==> config.mk <==
export PLATFORM = sky130hd
export DESIGN_NAME = sump_cmd_parser
export DESIGN_NICKNAME = d
export VERILOG_FILES = /design/src/rtl/sump_cmd_parser.sv
export SDC_FILE = /design/constraint.sdc
export NUM_CORES = 1
export LEC_CHECK = 0
export BUFFER_PORTS_ARGS = -buffer_cell sky130_fd_sc_hd__buf_4
export CORE_MARGIN = 1.5
export CORE_UTILIZATION = 35
export DETAILED_ROUTE_END_ITERATION = 16
export GPL_TIMING_DRIVEN = 0
export PLACE_DENSITY = 0.55
export SYNTH_ARGS = -nofsm -noshare
export SYNTH_HDL_FRONTEND = slang
export SYNTH_SLANG_ARGS = --single-unit
==> constraint.sdc <==
create_clock -name clk_i -period 3 [get_ports clk_i]
set_input_delay 0.3 -clock clk_i [delete_from_list [all_inputs] [get_ports clk_i]]
set_output_delay 0.3 -clock clk_i [all_outputs]
set_load 0.05 [all_outputs]
==> src/rtl/sump_cmd_parser.sv <==
// sump_cmd_parser: frames SUMP UART bytes into short/long commands, emits argument word and one-cycle strobes
module sump_cmd_parser #(
    parameter int TIMEOUT = 100000
) (
    input  logic        clk_i,
    input  logic        rst_i,
    input  logic        rx_stb_i,
    input  logic [7:0]  rx_data_i,
    output logic [31:0] cmd_o,
    output logic [3:0]  set_mask_o,
    output logic [3:0]  set_val_o,
    output logic [3:0]  set_cfg_o,
    output logic        arm_o,
    output logic        sft_rst_o,
    output logic        id_o,
    output logic        meta_o,
    output logic        set_div_o,
    output logic        set_cnt_o,
    output logic        set_flgs_o
);
    localparam int TW = TIMEOUT > 0 ? $clog2(TIMEOUT + 1) : 1;
    typedef enum logic {IDLE, ARGS} state_t;
    state_t        state;
    logic [1:0]    arg_cnt;
    logic [7:0]    op_q;
    logic [TW-1:0] tmo_cnt;
    logic [23:0]   asm_q;
    logic          trig_op;
    assign trig_op = op_q[7:4] == 4'hC;
    always_ff @(posedge clk_i) begin
        if (rst_i) begin
            state      <= IDLE;
            arg_cnt    <= '0;
            op_q       <= '0;
            tmo_cnt    <= '0;
            asm_q      <= '0;
            cmd_o      <= '0;
            set_mask_o <= '0;
            set_val_o  <= '0;
            set_cfg_o  <= '0;
            arm_o      <= 1'b0;
            sft_rst_o  <= 1'b0;
            id_o       <= 1'b0;
            meta_o     <= 1'b0;
            set_div_o  <= 1'b0;
            set_cnt_o  <= 1'b0;
            set_flgs_o <= 1'b0;
        end else begin
            set_mask_o <= '0;
            set_val_o  <= '0;
            set_cfg_o  <= '0;
            arm_o      <= 1'b0;
            sft_rst_o  <= 1'b0;
            id_o       <= 1'b0;
            meta_o     <= 1'b0;
            set_div_o  <= 1'b0;
            set_cnt_o  <= 1'b0;
            set_flgs_o <= 1'b0;
            if (state == IDLE) begin
                if (rx_stb_i && rx_data_i[7]) begin
                    op_q    <= rx_data_i;
                    arg_cnt <= '0;
                    tmo_cnt <= '0;
                    state   <= ARGS;
                end else if (rx_stb_i) begin
                    sft_rst_o <= rx_data_i == 8'h00;
                    arm_o     <= rx_data_i == 8'h01;
                    id_o      <= rx_data_i == 8'h02;
                    meta_o    <= rx_data_i == 8'h04;
                end
            end else if (rx_stb_i) begin
                asm_q   <= {rx_data_i, asm_q[23:8]};
                arg_cnt <= arg_cnt + 2'd1;
                tmo_cnt <= '0;
                if (arg_cnt == 2'd3) begin
                    cmd_o      <= {rx_data_i, asm_q};
                    state      <= IDLE;
                    set_mask_o <= trig_op && op_q[1:0] == 2'd0 ? 4'b0001 << op_q[3:2] : 4'b0000;
                    set_val_o  <= trig_op && op_q[1:0] == 2'd1 ? 4'b0001 << op_q[3:2] : 4'b0000;
                    set_cfg_o  <= trig_op && op_q[1:0] == 2'd2 ? 4'b0001 << op_q[3:2] : 4'b0000;
                    set_div_o  <= op_q == 8'h80;
                    set_cnt_o  <= op_q == 8'h81;
                    set_flgs_o <= op_q == 8'h82;
                end
            end else if (TIMEOUT != 0 && tmo_cnt == TW'(TIMEOUT - 1)) begin
                state <= IDLE;
            end else if (tmo_cnt != '1) begin
                tmo_cnt <= tmo_cnt + 1'b1;
            end
        end
    end
endmodule

==> metrics.csv <==
stage;metric;value;unit
run_status;outcome;finished clean;
floorplan;die area;0.0119;mm²
worst_setup_path;Worst setup SP type;register;
yosys;Post-Synthesis Cells;475;
yosys;Synth Area in Adders;0.957;%
yosys;mux cell area share after synthesis;0.255;%
clock_tree;cts repair resizes;0;
yosys;Yosys top cell area share;52.6;%
yosys;Primary FF master, synth;dfxtp_1;
yosys;register area share after synthesis;52.6;%
floorplan;die width;109;µm
timing;crit share post-route;85.7;%
layout;layout cell share with drive strength beyond 1;16.5;%
pwr;Pint;1820;µW
timing;Final min period;2570;ps
layout;Reg area;0.00206;mm²
timing;fmax;389;MHz
worst_hold_path;hold path depth;2;
layout;most common cell after layout, fill and taps aside;nand2_1;
timing;slew at the pin with the worst max-slew slack;731;ps
clock_tree;CTS Sinks;103;
layout;commonest cells after routing, fill and taps aside;nand2_1, dfxtp_1, a21oi_1;
yosys;synthesized-area fraction occupied by ao, oa, aoi and oai cells;16.4;%
layout;Final nets;561;
clock_tree;clk_lat worst skew;360;ps
worst_hold_path;hold wc startpoint;rx_data_i[2];
layout;final instance area;0.00477;mm²
worst_setup_path;FF-to-FF setup slack;430;ps
grt;initial antenna violation count;0;
detailed_routing;total wire length;9780;µm
place;DP Area;0.00456;mm²
yosys;Yosys reg bits;103;
yosys;Yosys cell types;46;
grt;GRT Util Overall;17.2;%
worst_setup_path;Worst R2R Start;tmo_cnt[0];
layout;Area growth syn-to-layout;21.6;%
grt;largest net degree at the start of global routing;20;
yosys;Synth async-reset ratio;0;%
yosys;XOR/XNOR Fraction of Synth Area;0;%
clock_tree;setup bufs post-CTS;0;
worst_setup_path;CP Capture Type;register;
grt;vias in the first global route;3101;
place;placed insts;676;
timing;final setup vio count;0;
clock_tree;CTS max path bufs;2;
worst_setup_path;Crit Path Max Fanout;9;
layout;Filler cells;1088;
yosys;Mapped Nets;489;
clock_tree;CTS clk-pin slew, worst paths;100;ps
pwr;combinational power share;5.1;%
floorplan;I/O pin total;62;
place;DP Wirelength;6930;µm
detailed_routing;DRC violations left;0;
worst_setup_path;WP buf/inv;0;
pwr;Sw Share;25.0;%
layout;Layout Cells excl Fill;692;
yosys;post-synthesis simple-gate area fraction;25.9;%
clock_tree;H-tree levels;3;
worst_setup_path;Worst R2R End;tmo_cnt[9];
yosys;Yosys top cell by area;dfxtp_1;
yosys;Mapped Avg Cell Area;8.26;µm²
detailed_routing;drt via density;4.94;
pwr;NetSw;608;µW
grt;total grt overflow;0;
worst_setup_path;CP max stage delay;590;ps
worst_setup_path;worst path cell trace;ha_1 -> nand2_1 -> nor2_1 -> and3_1 -> ha_1 -> a211oi_2 -> nand2_1 -> o41ai_1;
pwr;Clock power frac;37.7;%
layout;area occupied by multi-input gates;0.00171;mm²
worst_setup_path;delay-heaviest family, CP;compound AO/OA/AOI/OAI gates;
clock_tree;Num CTS Buffers;9;
pwr;Power Density;510;mW/mm²
grt;first-pass GRT wire length;15800;µm
worst_hold_path;Hold EP;sft_rst_o;
pwr;power share of the sequential group;57.2;%
timing;final hold vios;0;
pwr;Worst VDD drop;0.206;mV
timing;Final Max Tran Viols;0;
worst_setup_path;R2R depth;8;
detailed_routing;drt pass-1 iters;4;
yosys;Post-synth EDFFs;0;
worst_setup_path;Crit-path slowest cell;a211oi_2;
clock_tree;number of hold buffers added after cts;0;
timing;Relative slew margins;51.2;%
yosys;Mapped Area;0.00392;mm²
worst_setup_path;Worst Path Arrival;2830;ps
worst_setup_path;crit path kind;reg -> reg;
place;RePlAce Congestion;0.849;
timing;RSZ-0062 raised after global routing;false;
floorplan;FP Rows;38;
place;PortBufs;61;
detailed_routing;DR WL/cell;14.1;µm
floorplan;effective utilization at floorplan;36.0;%
yosys;Synth area leaders;dfxtp_1, nand2_1, a21oi_1;
run;maximum capacitance violations;0;
yosys;synth warn;0;
pwr;Power Total;2430;µW
layout;post-layout util;43.8;%
yosys;largest family of logic cells by synthesized area;simple AND/OR/NAND/NOR gates;
timing;Setup TNS;0;ps
floorplan;Die Y;109;µm
layout;# diodes;0;
clock_tree;root buffer cell;clkbuf_8;
detailed_routing;total number of vias;3419;
detailed_routing;ANT nets after route;0;
pwr;Pleak;0.00168;µW
detailed_routing;Initial DRC Count;192;
timing;skew final;15.1;ps
worst_setup_path;data required time of the critical path;3260;ps
floorplan;Core Area;0.0109;mm²
worst_hold_path;worst hold path class;in -> reg;
clock_tree;CTS tree;done;
-- per-stage QoR --
stage | hold slack (ps) | setup slack, ps
finish | 157 | 430
global route | 155 | 278
CTS | 152 | 452
detailed placement | 448 | 468
global placement | 445 | 497
floorplan | 376 | 901
-- routing by layer --
layer / up-vias / wire length [µm] / part of all wire, % / GRT usage, %
li1: 1774 / - / - / -
met1: 1556 / 4950 / 51 / 24.3
met2: 77 / 4250 / 44 / 26.4
met3: 12 / 433 / 4.4 / 2.69
met4: 0 / 138 / 1.4 / 6.67
met5: - / 0 / 0 / 0
-- synth_stat cells, types with 2 or more instances --
| cell type | n |
|---|---|
| a311oi_1 | 5 |
| nor3b_1 | 3 |
| or4_1 | 2 |
| a21oi_1 | 73 |
| nand2b_1 | 4 |
| and2_1 | 3 |
| a41oi_1 | 3 |
| nor4b_1 | 2 |
| a31oi_1 | 3 |
| nor2_1 | 26 |
| nor3_1 | 9 |
| o21ai_0 | 5 |
| nand3_1 | 21 |
| and3_1 | 6 |
| buf_4 | 2 |
| clkbuf_1 | 23 |
| o2bb2ai_1 | 2 |
| and4_1 | 3 |
| dfxtp_1 | 103 |
| nand2_1 | 137 |
| inv_1 | 7 |
| o41ai_1 | 2 |
| o32ai_1 | 2 |
| buf_6 | 2 |
| a31o_2 | 2 |
| ha_1 | 3 |
| nor2b_1 | 3 |
-- cell type report --
| type | instances | share of cell area [%] |
|---|---|---|
| well taps | 140 | 3.67 |
| clock buffers | 9 | 2.60 |
| inverters | 7 | 0.551 |
| flip-flops and latches | 103 | 43.2 |
| multi-input cells | 337 | 35.8 |
| repair buffers | 61 | 9.60 |
| clock inverters | 7 | 1.89 |
| plain buffers | 28 | 2.70 |
-- sequential cells by signal, indices dropped and copies added, names as in the netlist --
| signal | count |
|---|---|
| sft_rst_o | 1 |
| asm_q | 24 |
| arg_cnt | 2 |
| tmo_cnt | 17 |
| set_cnt_o | 1 |
| set_mask_o | 4 |
| arm_o | 1 |
| op_q | 8 |
| id_o | 1 |
| meta_o | 1 |
| set_flgs_o | 1 |
| set_div_o | 1 |
| cmd_o | 32 |
| set_cfg_o | 4 |
| set_val_o | 4 |
| state | 1 |
-- power by group through the flow --
stage	Combinational, µW	Clock [µW]	Sequential (µW)
after floorplan	75.8	0	1420
after global placement	124	0	1420
after detailed placement	124	0	1420
after CTS	125	947	1390
after global routing	139	996	1390
final	124	915	1390
-- worst max-delay path by stage --
stage | from | end | slack [ps] | depth (start not counted)
after floorplan | tmo_cnt[0] | tmo_cnt[11] | 900 | 11
after global placement | tmo_cnt[0] | tmo_cnt[9] | 500 | 8
after detailed placement | tmo_cnt[0] | tmo_cnt[9] | 470 | 8
after CTS | tmo_cnt[0] | tmo_cnt[11] | 450 | 8
after global routing | tmo_cnt[0] | tmo_cnt[9] | 280 | 8
final | tmo_cnt[0] | tmo_cnt[9] | 430 | 8
-- kinds of logic (layout without fill, tap and decap cells) --
family | Yosys count | after routing
AND/OR/NAND/NOR | 225 | 225
AO/OA/AOI/OAI | 108 | 108
flip-flops | 103 | 103
buffers and inverters | 35 | 112
adder cells (fa/ha/maj) | 3 | 3
multiplexers | 1 | 1
(Power assumes the default switching activity.)
